==> src/rtl/io_readback_hub_pkg.sv <==
// Shared constants for the top-level I/O readback wrappers: function codes,
// error word layout, status codes and the readback FSM state type.
package io_readback_hub_pkg;

  localparam logic [3:0]  FC_STUB_TAGGING    = 4'h2;
  localparam logic [3:0]  FC_TRACKLET_SEARCH = 4'h4;
  localparam logic [3:0]  FC_TRACK_PARAMS    = 4'h5;

  localparam logic [31:0] ERR_WORD_BASE = 32'hBAD0_0000;
  localparam logic [7:0]  ST_UNMAPPED   = 8'h01;
  localparam logic [3:0]  ST_TIMEOUT_HI = 4'h8;

  typedef enum logic [1:0] {
    IDLE = 2'd0,
    WAIT = 2'd1,
    RESP = 2'd2
  } hub_state_e;

  function automatic logic [31:0] err_word(input logic [31:0] base,
                                           input logic [7:0]  status);
    return (base & 32'hFFFF_FF00) | {24'h0, status};
  endfunction

endpackage

==> src/rtl/io_code_decoder.sv <==
// Function-code to one-hot channel decoder; the lowest-index channel wins when
// several channels share a code.
module io_code_decoder
  import io_readback_hub_pkg::*;
#(
  parameter int                N_CH     = 4,
  parameter logic [4*N_CH-1:0] CH_CODES = {4'h6, FC_TRACK_PARAMS,
                                           FC_TRACKLET_SEARCH, FC_STUB_TAGGING}
) (
  input  logic            en,
  input  logic [3:0]      code,
  output logic [N_CH-1:0] onehot,
  output logic [3:0]      idx,
  output logic            match
);

  always_comb begin
    onehot = '0;
    idx    = '0;
    match  = 1'b0;
    for (int k = 0; k < N_CH; k++) begin
      if (!match && (code == CH_CODES[4*k +: 4])) begin
        match     = 1'b1;
        idx       = 4'(k);
        onehot[k] = en;
      end
    end
  end

endmodule

==> src/rtl/io_readback_hub.sv <==
// I/O readback hub: decodes the function code onto channel selects, tracks one
// outstanding read and returns data or a timeout/unmapped error word.
module io_readback_hub
  import io_readback_hub_pkg::*;
#(
  parameter int                N_CH     = 4,
  parameter logic [4*N_CH-1:0] CH_CODES = {4'h6, FC_TRACK_PARAMS,
                                           FC_TRACKLET_SEARCH, FC_STUB_TAGGING},
  parameter int                TIMEOUT  = 256,
  parameter logic [31:0]       ERR_WORD = ERR_WORD_BASE
) (
  input  logic               io_clk,
  input  logic               reset,
  input  logic               io_sel,
  input  logic               io_sync,
  input  logic [19:0]        io_addr,
  input  logic               io_rd_en,
  input  logic               io_wr_en,
  output logic [N_CH-1:0]    ch_sel,
  output logic [15:0]        ch_addr,
  input  logic [32*N_CH-1:0] ch_rd_data,
  input  logic [N_CH-1:0]    ch_rd_ack,
  output logic [31:0]        io_rd_data,
  output logic               io_rd_ack,
  output logic               busy,
  output logic [15:0]        timeout_cnt
);

  localparam logic [15:0] TIMER_LAST = 16'(TIMEOUT - 1);

  logic [N_CH-1:0] dec_onehot;
  logic [3:0]      dec_idx;
  logic            dec_match;

  io_code_decoder #(
    .N_CH     (N_CH),
    .CH_CODES (CH_CODES)
  ) u_dec (
    .en     (io_sel),
    .code   (io_addr[19:16]),
    .onehot (dec_onehot),
    .idx    (dec_idx),
    .match  (dec_match)
  );

  assign ch_sel  = dec_onehot;
  assign ch_addr = io_addr[15:0];

  // Writes need no response, so the write strobe never reaches the FSM.
  logic unused_wr_en;
  assign unused_wr_en = io_wr_en;

  hub_state_e  state_q, state_d;
  logic [3:0]  ch_idx_q, ch_idx_d;
  logic [15:0] timer_q, timer_d;
  logic [31:0] rd_data_q, rd_data_d;
  logic        rd_ack_q, rd_ack_d;
  logic        busy_q, busy_d;
  logic [15:0] timeout_cnt_q, timeout_cnt_d;

  logic [3:0]  sel_idx;
  logic [31:0] sel_data;
  logic        sel_ack;
  logic        start;
  logic        err_inc;

  assign start = io_sync & io_sel & io_rd_en;

  // In IDLE the live decode picks the channel; afterwards the latched index does.
  always_comb begin
    sel_idx  = (state_q == IDLE) ? dec_idx : ch_idx_q;
    sel_data = '0;
    sel_ack  = 1'b0;
    for (int k = 0; k < N_CH; k++) begin
      if (sel_idx == 4'(k)) begin
        sel_data = ch_rd_data[32*k +: 32];
        sel_ack  = ch_rd_ack[k];
      end
    end
  end

  always_comb begin
    state_d   = state_q;
    ch_idx_d  = ch_idx_q;
    timer_d   = timer_q;
    rd_data_d = rd_data_q;
    rd_ack_d  = 1'b0;
    busy_d    = busy_q;
    err_inc   = 1'b0;
    case (state_q)
      IDLE: begin
        if (start) begin
          if (!dec_match) begin
            rd_data_d = err_word(ERR_WORD, ST_UNMAPPED);
            err_inc   = 1'b1;
            rd_ack_d  = 1'b1;
            state_d   = RESP;
          end else if (sel_ack) begin
            rd_data_d = sel_data;
            rd_ack_d  = 1'b1;
            state_d   = RESP;
          end else begin
            ch_idx_d = dec_idx;
            timer_d  = '0;
            busy_d   = 1'b1;
            state_d  = WAIT;
          end
        end
      end
      WAIT: begin
        // A real ack on the expiry cycle takes precedence over the error.
        if (sel_ack) begin
          rd_data_d = sel_data;
          rd_ack_d  = 1'b1;
          busy_d    = 1'b0;
          state_d   = RESP;
        end else if (timer_q == TIMER_LAST) begin
          rd_data_d = err_word(ERR_WORD, {ST_TIMEOUT_HI, ch_idx_q});
          err_inc   = 1'b1;
          rd_ack_d  = 1'b1;
          busy_d    = 1'b0;
          state_d   = RESP;
        end else begin
          timer_d = timer_q + 16'd1;
        end
      end
      RESP: begin
        state_d = IDLE;
      end
      default: begin
        state_d = IDLE;
        busy_d  = 1'b0;
      end
    endcase
    timeout_cnt_d = (err_inc && (timeout_cnt_q != 16'hFFFF)) ?
                    timeout_cnt_q + 16'd1 : timeout_cnt_q;
  end

  always_ff @(posedge io_clk or negedge reset) begin
    if (!reset) begin
      state_q       <= IDLE;
      ch_idx_q      <= '0;
      timer_q       <= '0;
      rd_data_q     <= '0;
      rd_ack_q      <= 1'b0;
      busy_q        <= 1'b0;
      timeout_cnt_q <= '0;
    end else begin
      state_q       <= state_d;
      ch_idx_q      <= ch_idx_d;
      timer_q       <= timer_d;
      rd_data_q     <= rd_data_d;
      rd_ack_q      <= rd_ack_d;
      busy_q        <= busy_d;
      timeout_cnt_q <= timeout_cnt_d;
    end
  end

  assign io_rd_data  = rd_data_q;
  assign io_rd_ack   = rd_ack_q;
  assign busy        = busy_q;
  assign timeout_cnt = timeout_cnt_q;

endmodule
==> config.mk <==
export PLATFORM = sky130hd
export DESIGN_NAME = io_readback_hub
export DESIGN_NICKNAME = d
export VERILOG_FILES = /design/src/rtl/io_readback_hub_pkg.sv /design/src/rtl/io_code_decoder.sv /design/src/rtl/io_readback_hub.sv
export SDC_FILE = /design/constraint.sdc
export NUM_CORES = 1
export LEC_CHECK = 0
export ABC_AREA = 1
export CAP_MARGIN = 20
export CELL_PAD_IN_SITES_DETAIL_PLACEMENT = 0
export CELL_PAD_IN_SITES_GLOBAL_PLACEMENT = 1
export CORE_ASPECT_RATIO = 0.8
export CORE_MARGIN = 10
export CORE_UTILIZATION = 31
export DETAILED_ROUTE_END_ITERATION = 8
export PLACE_DENSITY_LB_ADDON = 0.1
export SETUP_SLACK_MARGIN = 0.05
export SYNTH_ARGS = -nofsm -noshare
export SYNTH_HDL_FRONTEND = slang
export SYNTH_SLANG_ARGS = --single-unit
==> constraint.sdc <==
create_clock -name io_clk -period 3.4 [get_ports io_clk]
set_input_delay 0.85 -clock io_clk [delete_from_list [all_inputs] [get_ports io_clk]]
set_output_delay 0.85 -clock io_clk [all_outputs]
set_load 0.005 [all_outputs]
Yosys cells after proc, flatten, opt, wreduce, memory -nomap -nowiden

Cells that the tools add are included.

Eq/ne operators: 18
Bitwise gates (word level): 4
Multiplexer cells: 54
$add $sub $neg: 2
Reductions and logical operators: 15

Operators with widths:

| kind                  | count |
|---|---|
| $mux 32               | 9 |
| $mux 16               | 5 |
| $pmux 32 s2           | 1 |
| $add 16x1->16 const B | 2 |
| $pmux 16 s2           | 1 |
| $mux 1                | 26 |
| $eq 16x8->1 const B   | 1 |
| $ne 16x16->1 const B  | 1 |
| $mux 2                | 7 |
| $eq 4x2->1 const B    | 3 |
| $eq 4x3->1 const B    | 3 |
| $ne 2x2->1 const B    | 5 |
| $reduce_and 4->1      | 2 |
| $ne 3x3->1 const B    | 2 |
| $reduce_and 6->1      | 1 |
| $reduce_and 5->1      | 1 |
| $eq 4x1->1 const B    | 1 |
| $logic_and 1x1->1     | 4 |
| $logic_not 4->1       | 1 |
| $mux 4                | 1 |
| $pmux 1 s2            | 2 |
| $pmux 2 s2            | 1 |
| $logic_not 1->1       | 3 |
| $pmux 1 s3            | 1 |
| 7 further kinds       | 9 |

Logic and storage cells: 100
Flip-flop bits (word level): 72

Logic depth before layout (Yosys ltp)

Word-level depth: 21
Depth in mapped cells: 14

Hierarchy

Synthesis repeated with hierarchy kept, for this count alone.

Cells, all modules: 761
Area, all modules: 5123.7 µm²

Modules (own cells, without submodules):

| module          | times used | sequential area each (µm²) | area an instance (µm²) | cells an instance |
|---|---|---|---|---|
| io_readback_hub | 1          | 1801.7                     | 5001.0                 | 735 |
| io_code_decoder | 1          | 0.0                        | 122.6                  | 26 |

Least setup slack after synthesis

No wires, ideal clock.

Kind: input port to flip-flop
Start point: in io_addr[18]
End point: reg timeout_cnt_q[11], in the netlist timeout_cnt[11]
Buffers on the path: 1
Setup time: 0.117 ns
Required time: 3.283 ns
Cell stages on the path: 14
Slack: 1.190 ns
Arrival time: 2.094 ns
Cell sequence: inv_2 > nor2_4 > nand3_2 > nand2_4 > inv_4 > nand3_1 > nand2_2 > nor2_8 > nand4_2 > nand2_4 > nand2_4 > buf_6 > nand2_1 > nand2_1

Cells in the longest elaborated chain, start to end: 20
Elaborated cells on any way between the ends: 31
Classes of those cells: eq/ne: 7; mux: 16; reduce/logical: 8

RTL lines:

| element                | RTL line               | text |
|---|---|---|
| start: declaration     | io_readback_hub.sv:16  | `input logic [19:0] io_addr,` |
| $eq 4x2->1             | io_code_decoder.sv:22  | `if (!match && (code == CH_CODES[4*k +: 4])) begin` |
| $mux 1                 | io_code_decoder.sv:22  |  |
| $logic_not 1->1        | io_code_decoder.sv:22  |  |
| $logic_and 1x1->1      | io_code_decoder.sv:22  |  |
| $mux 1                 | io_code_decoder.sv:22  |  |
| $logic_not 1->1        | io_code_decoder.sv:22  |  |
| $logic_and 1x1->1      | io_code_decoder.sv:22  |  |
| $mux 1                 | io_code_decoder.sv:22  |  |
| $logic_not 1->1        | io_code_decoder.sv:22  |  |
| $logic_and 1x1->1      | io_code_decoder.sv:22  |  |
| $mux 2                 | io_code_decoder.sv:22  |  |
| $mux 4                 | io_readback_hub.sv:71  | `sel_idx = (state_q == IDLE) ? dec_idx : ch_idx_q;` |
| $logic_not 4->1        | io_readback_hub.sv:75  | `if (sel_idx == 4'(k)) begin` |
| $mux 1 (4 in series)   | io_readback_hub.sv:75  |  |
| $mux 1                 | io_readback_hub.sv:112 | `if (sel_ack) begin` |
| $pmux 1 s2 *           | io_readback_hub.sv:90  | `case (state_q)` |
| $logic_and 1x1->1 *    | io_readback_hub.sv:135 | `timeout_cnt_d = (err_inc && (timeout_cnt_q != 16'hFFFF)) ?` |
| end signal: assignment | io_readback_hub.sv:155 | `timeout_cnt_q <= timeout_cnt_d;` |
| end: declaration       | io_readback_hub.sv:59  | `logic [15:0] timeout_cnt_q, timeout_cnt_d;` |

Mark *: on every way between the ends. The rest lies on a longest branch, timed or not.
A chain may end at the register's enable or synchronous reset.

Final worst setup path

Start point: in io_addr[17]
End point: out ch_sel[0]

Cells in the longest elaborated chain, start to end: 2

RTL lines:

| element          | RTL line              | text |
|---|---|---|
| $eq 4x2->1       | io_code_decoder.sv:22 |  |
| $mux 1           | io_code_decoder.sv:22 |  |
| end: declaration | io_readback_hub.sv:19 | `output logic [N_CH-1:0] ch_sel,` |

No other way between the ends.

==> summary.txt <==
Timing
  – Slew margin rel.: 38.6%
  – Fin crit share: 94.0%
  – Sum Neg Setup Slack: 0 ps
  – Finish-stage setup viols: 0
  – Fin worst setup slack: approximately 200 ps
  – Final Skew: 5.29 ps
  – Upper clock frequency limit: 313 MHz
  – Worst-Margin Slew: 921 ps
  – Min Clock Period, post-route: 3200 ps
  – Slew Viols, Final: 0
  – RSZ-0062 raised after global routing: false
  – Final Hold Fails: 0

Pwr
  – Total power: 4260 uW
  – VDD IR max: 0.268 mV
  – Pwr Density: 576 mW/mm^2
  – LEAKAGE: 0.00337 uW

Worst setup path
  – CP bufs+invs: 3
  – FF-to-FF Start: state_q[1]
  – Startpoint types: input pin
  – Critical path cell sequence: clkdlybuf4s50_1 > inv_1 > nor2_1 > nand2_1 > nor3_2 > clkdlybuf4s50_1
  – CP max FO: 3
  – Setup CP Type: in -> out
  – Slowest CP cell: clkdlybuf4s50_1
  – Setup crit end kind: output pin
  – Max incr delay on CP: 530 ps
  – Arrival time of the worst setup path: approximately 2400 ps
  – Cell mode on critical path: clkdlybuf4s50_1
  – Req. time, crit path: 2550 ps
  – CP delay by family, top: buffers and inverters
  – Crit path launch: io_addr[17]

Routing
  – Vias/cell: 4.83
  – Top sig layer: met4
  – Routed Antenna Nets: 0
  – Vias: 5532
  – WL met2: 9.16 mm
  – DRC violations left: 0
  – Wire per inst: 17.9 um
  – Met1 Wirelength: around 9.6 mm
  – Total Wirelength: roughly 21 mm
  – DRT Pass-1 Iters: 5
  – Drt initial violations: 503
  – WL met3: 1.48 mm

Floorplanning
  – DIE AREA: 0.0218 mm^2
  – Rows: between 40 and 50
  – Die H: 134 um
  – Initial Utilization: 31.8%
  – Die W: approximately 160 um
  – # IOs: 228
  – Core ar.: 0.0159 mm^2

Min path
  – Hold crit path type: reg -> reg
  – Worst min-delay path startpoint: io_rd_data[28]

Status
  – Status: finished, final reports clean

Clock network
  – Setup Fix Bufs, Post-CTS: 0
  – Root Driver: clkbuf_16
  – Max clock buf depth: 2
  – TritonCTS sink count: 70
  – H-tree depth reported by CTS: 3
  – Worst-Skew Late Latency: 330 ps
  – CTS buffer count: 9
  – CTS tree: built
  – Clock-pin slew on the worst setup and hold paths: roughly 60 ps

Logic synthesis
  – Syn. warnings: 0
  – Synth Cell Area: 0.00505 mm^2
  – FFs w/ async S/R, synth: 100%
  – Synth cell types: 38
  – #FFs+latches synth: 70
  – Number of synthesized flops with an enable pin: 0
  – Syn nets: 911
  – Post-Syn Instances: 751
  – Sequential area share after synthesis: about a third
  – Dominant synthesized flop cell: dfrtp_1
  – Mean Syn Cell Area: 6.73 um^2

Placed design
  – Routability congestion estimate from global placement: 0.857
  – Hpwl dp: about 16 mm
  – Place WS: around 48 ps
  – I/O Buffers: between 150 and 200
  – Dpl cells: 1129

Final layout
  – Final cell count without fillers: roughly 1100
  – Synth-to-layout area growth: 46.2%
  – Fill cell count: 1628
  – Layout Nets: 1085
  – Antenna cell count: 0
  – Storage element area: 0.00175 mm^2
  – Share of cells above drive strength 1: roughly 6.9%
  – Multi-input logic area: 0.00277 mm^2

Global routing
  – First-pass GRT wire length: ~32 mm
  – Initial antenna violation count: 0
  – Largest net degree at the start of global routing: 71
  – Overall routing resource usage: 18.3%
  – Number of global-route vias before repair: between 5000 and 6000
  – GRT overflow: 0

Flow run
  – Max Cap Viol: 0
-- stage by stage --
| step | util (%) | hold slack (ps) | area, um^2 |
|---|---|---|---|
| floorplan | - | 475 | 5050 |
| global placement | 44.5 | 494 | 7080 |
| detailed placement | 44.5 | 498 | 7080 |
| CTS | 46.4 | 516 | 7380 |
| global route | 46.5 | 525 | 7390 |
| finish | 46.5 | 512 | 7390 |
-- state kept, by name, summed over array words and instances, names as in the netlist --
name	cells
timer_q	16
busy	1
io_rd_data	32
ch_idx_q	2
state_q	2
io_rd_ack	1
timeout_cnt	16
-- kinds of logic after synthesis --
| logic type | share of synthesized area [%] |
|---|---|
| AND/OR/NAND/NOR | 43.7 |
| adder cells (fa/ha/maj) | 0.495 |
| XOR/XNOR | 3.99 |
| buffers and inverters | 10.7 |
| AO/OA/AOI/OAI | 6.44 |
| flip-flops | 34.7 |
-- cells in the final DEF (no fill, tap or decap), types with 12 or more instances in the layout --
cell type        Yosys  routed
dfrtp_1             70      70
nor3_1              13      12
xor2_1              17      17
clkdlybuf4s50_1      0     193
o21ai_0             34      34
nand3_1             98      98
buf_4               19      17
nor2_1              59      57
inv_1               50      50
nand2_1            274     274
-- synthesized netlist by cell type, types with 2 or more instances --
cell	count	area, um^2
a21boi_0	2	15.0
a21oi_1	10	50.1
and2_0	3	18.8
buf_2	17	85.1
buf_4	19	143
buf_6	7	78.8
clkbuf_1	5	18.8
dfrtp_1	70	1750
ha_1	2	25.0
inv_1	50	188
inv_2	5	18.8
nand2_1	274	1030
nand2_2	4	25.0
nand2_4	5	56.3
nand3_1	98	490
nand3_2	5	50.1
nand4_1	11	68.8
nor2_1	59	221
nor2_4	4	45.0
nor3_1	13	65.1
nor4_1	5	31.3
o21a_1	3	22.5
o21ai_0	34	170
o21ai_1	6	30.0
o22ai_1	6	37.5
xnor2_1	6	52.6
xor2_1	17	149
-- layout make-up --
class | count | share of cell area (%)
well taps | 215 | 3.64
clock inverters | 3 | 0.576
repair buffers | 211 | 28.1
inverters | 57 | 2.93
clock buffers | 13 | 3.52
flip-flops and latches | 70 | 23.7
multi-input cells | 576 | 37.5
-- metal layers --
metal / GRT usage, % / vias up
li1: - / 2755
met3: 4.50 / 26
met1: 24.3 / 2577
met2: 29.0 / 174
met4: 5.10 / 0
met5: 0 / -
-- power breakdown --
part | switching [uW] | internal [uW]
clock | 363 | 608
sequential | 140 | 1020
combinational | 1230 | 897
total | 1730 | 2530
-- worst min-delay path, cell delays in order (launching register included) --
cell and delay (ps):
dfrtp_1 340, nand3_1 70, nand2_1 70
-- path summary, 6_finish.rpt --
path / end / slack, ps / depth (start not counted)
min: io_rd_data[28] / 510 / 2
min reg2reg: io_rd_data[28] / 510 / 2
max reg2reg: io_rd_data[0] / 1000 / 12
max in group asynchronous: io_rd_data[21] / 2150 / 1
min in group asynchronous: timer_q[1] / 660 / 1
max: ch_sel[0] / 200 / 6
-- timing repair --
action,4_1_cts,5_1_grt
resized for setup,0,1
endpoints found under the setup margin,0,1
hold buffers,0,0
No activity file was read; power rests on OpenSTA's default activity.
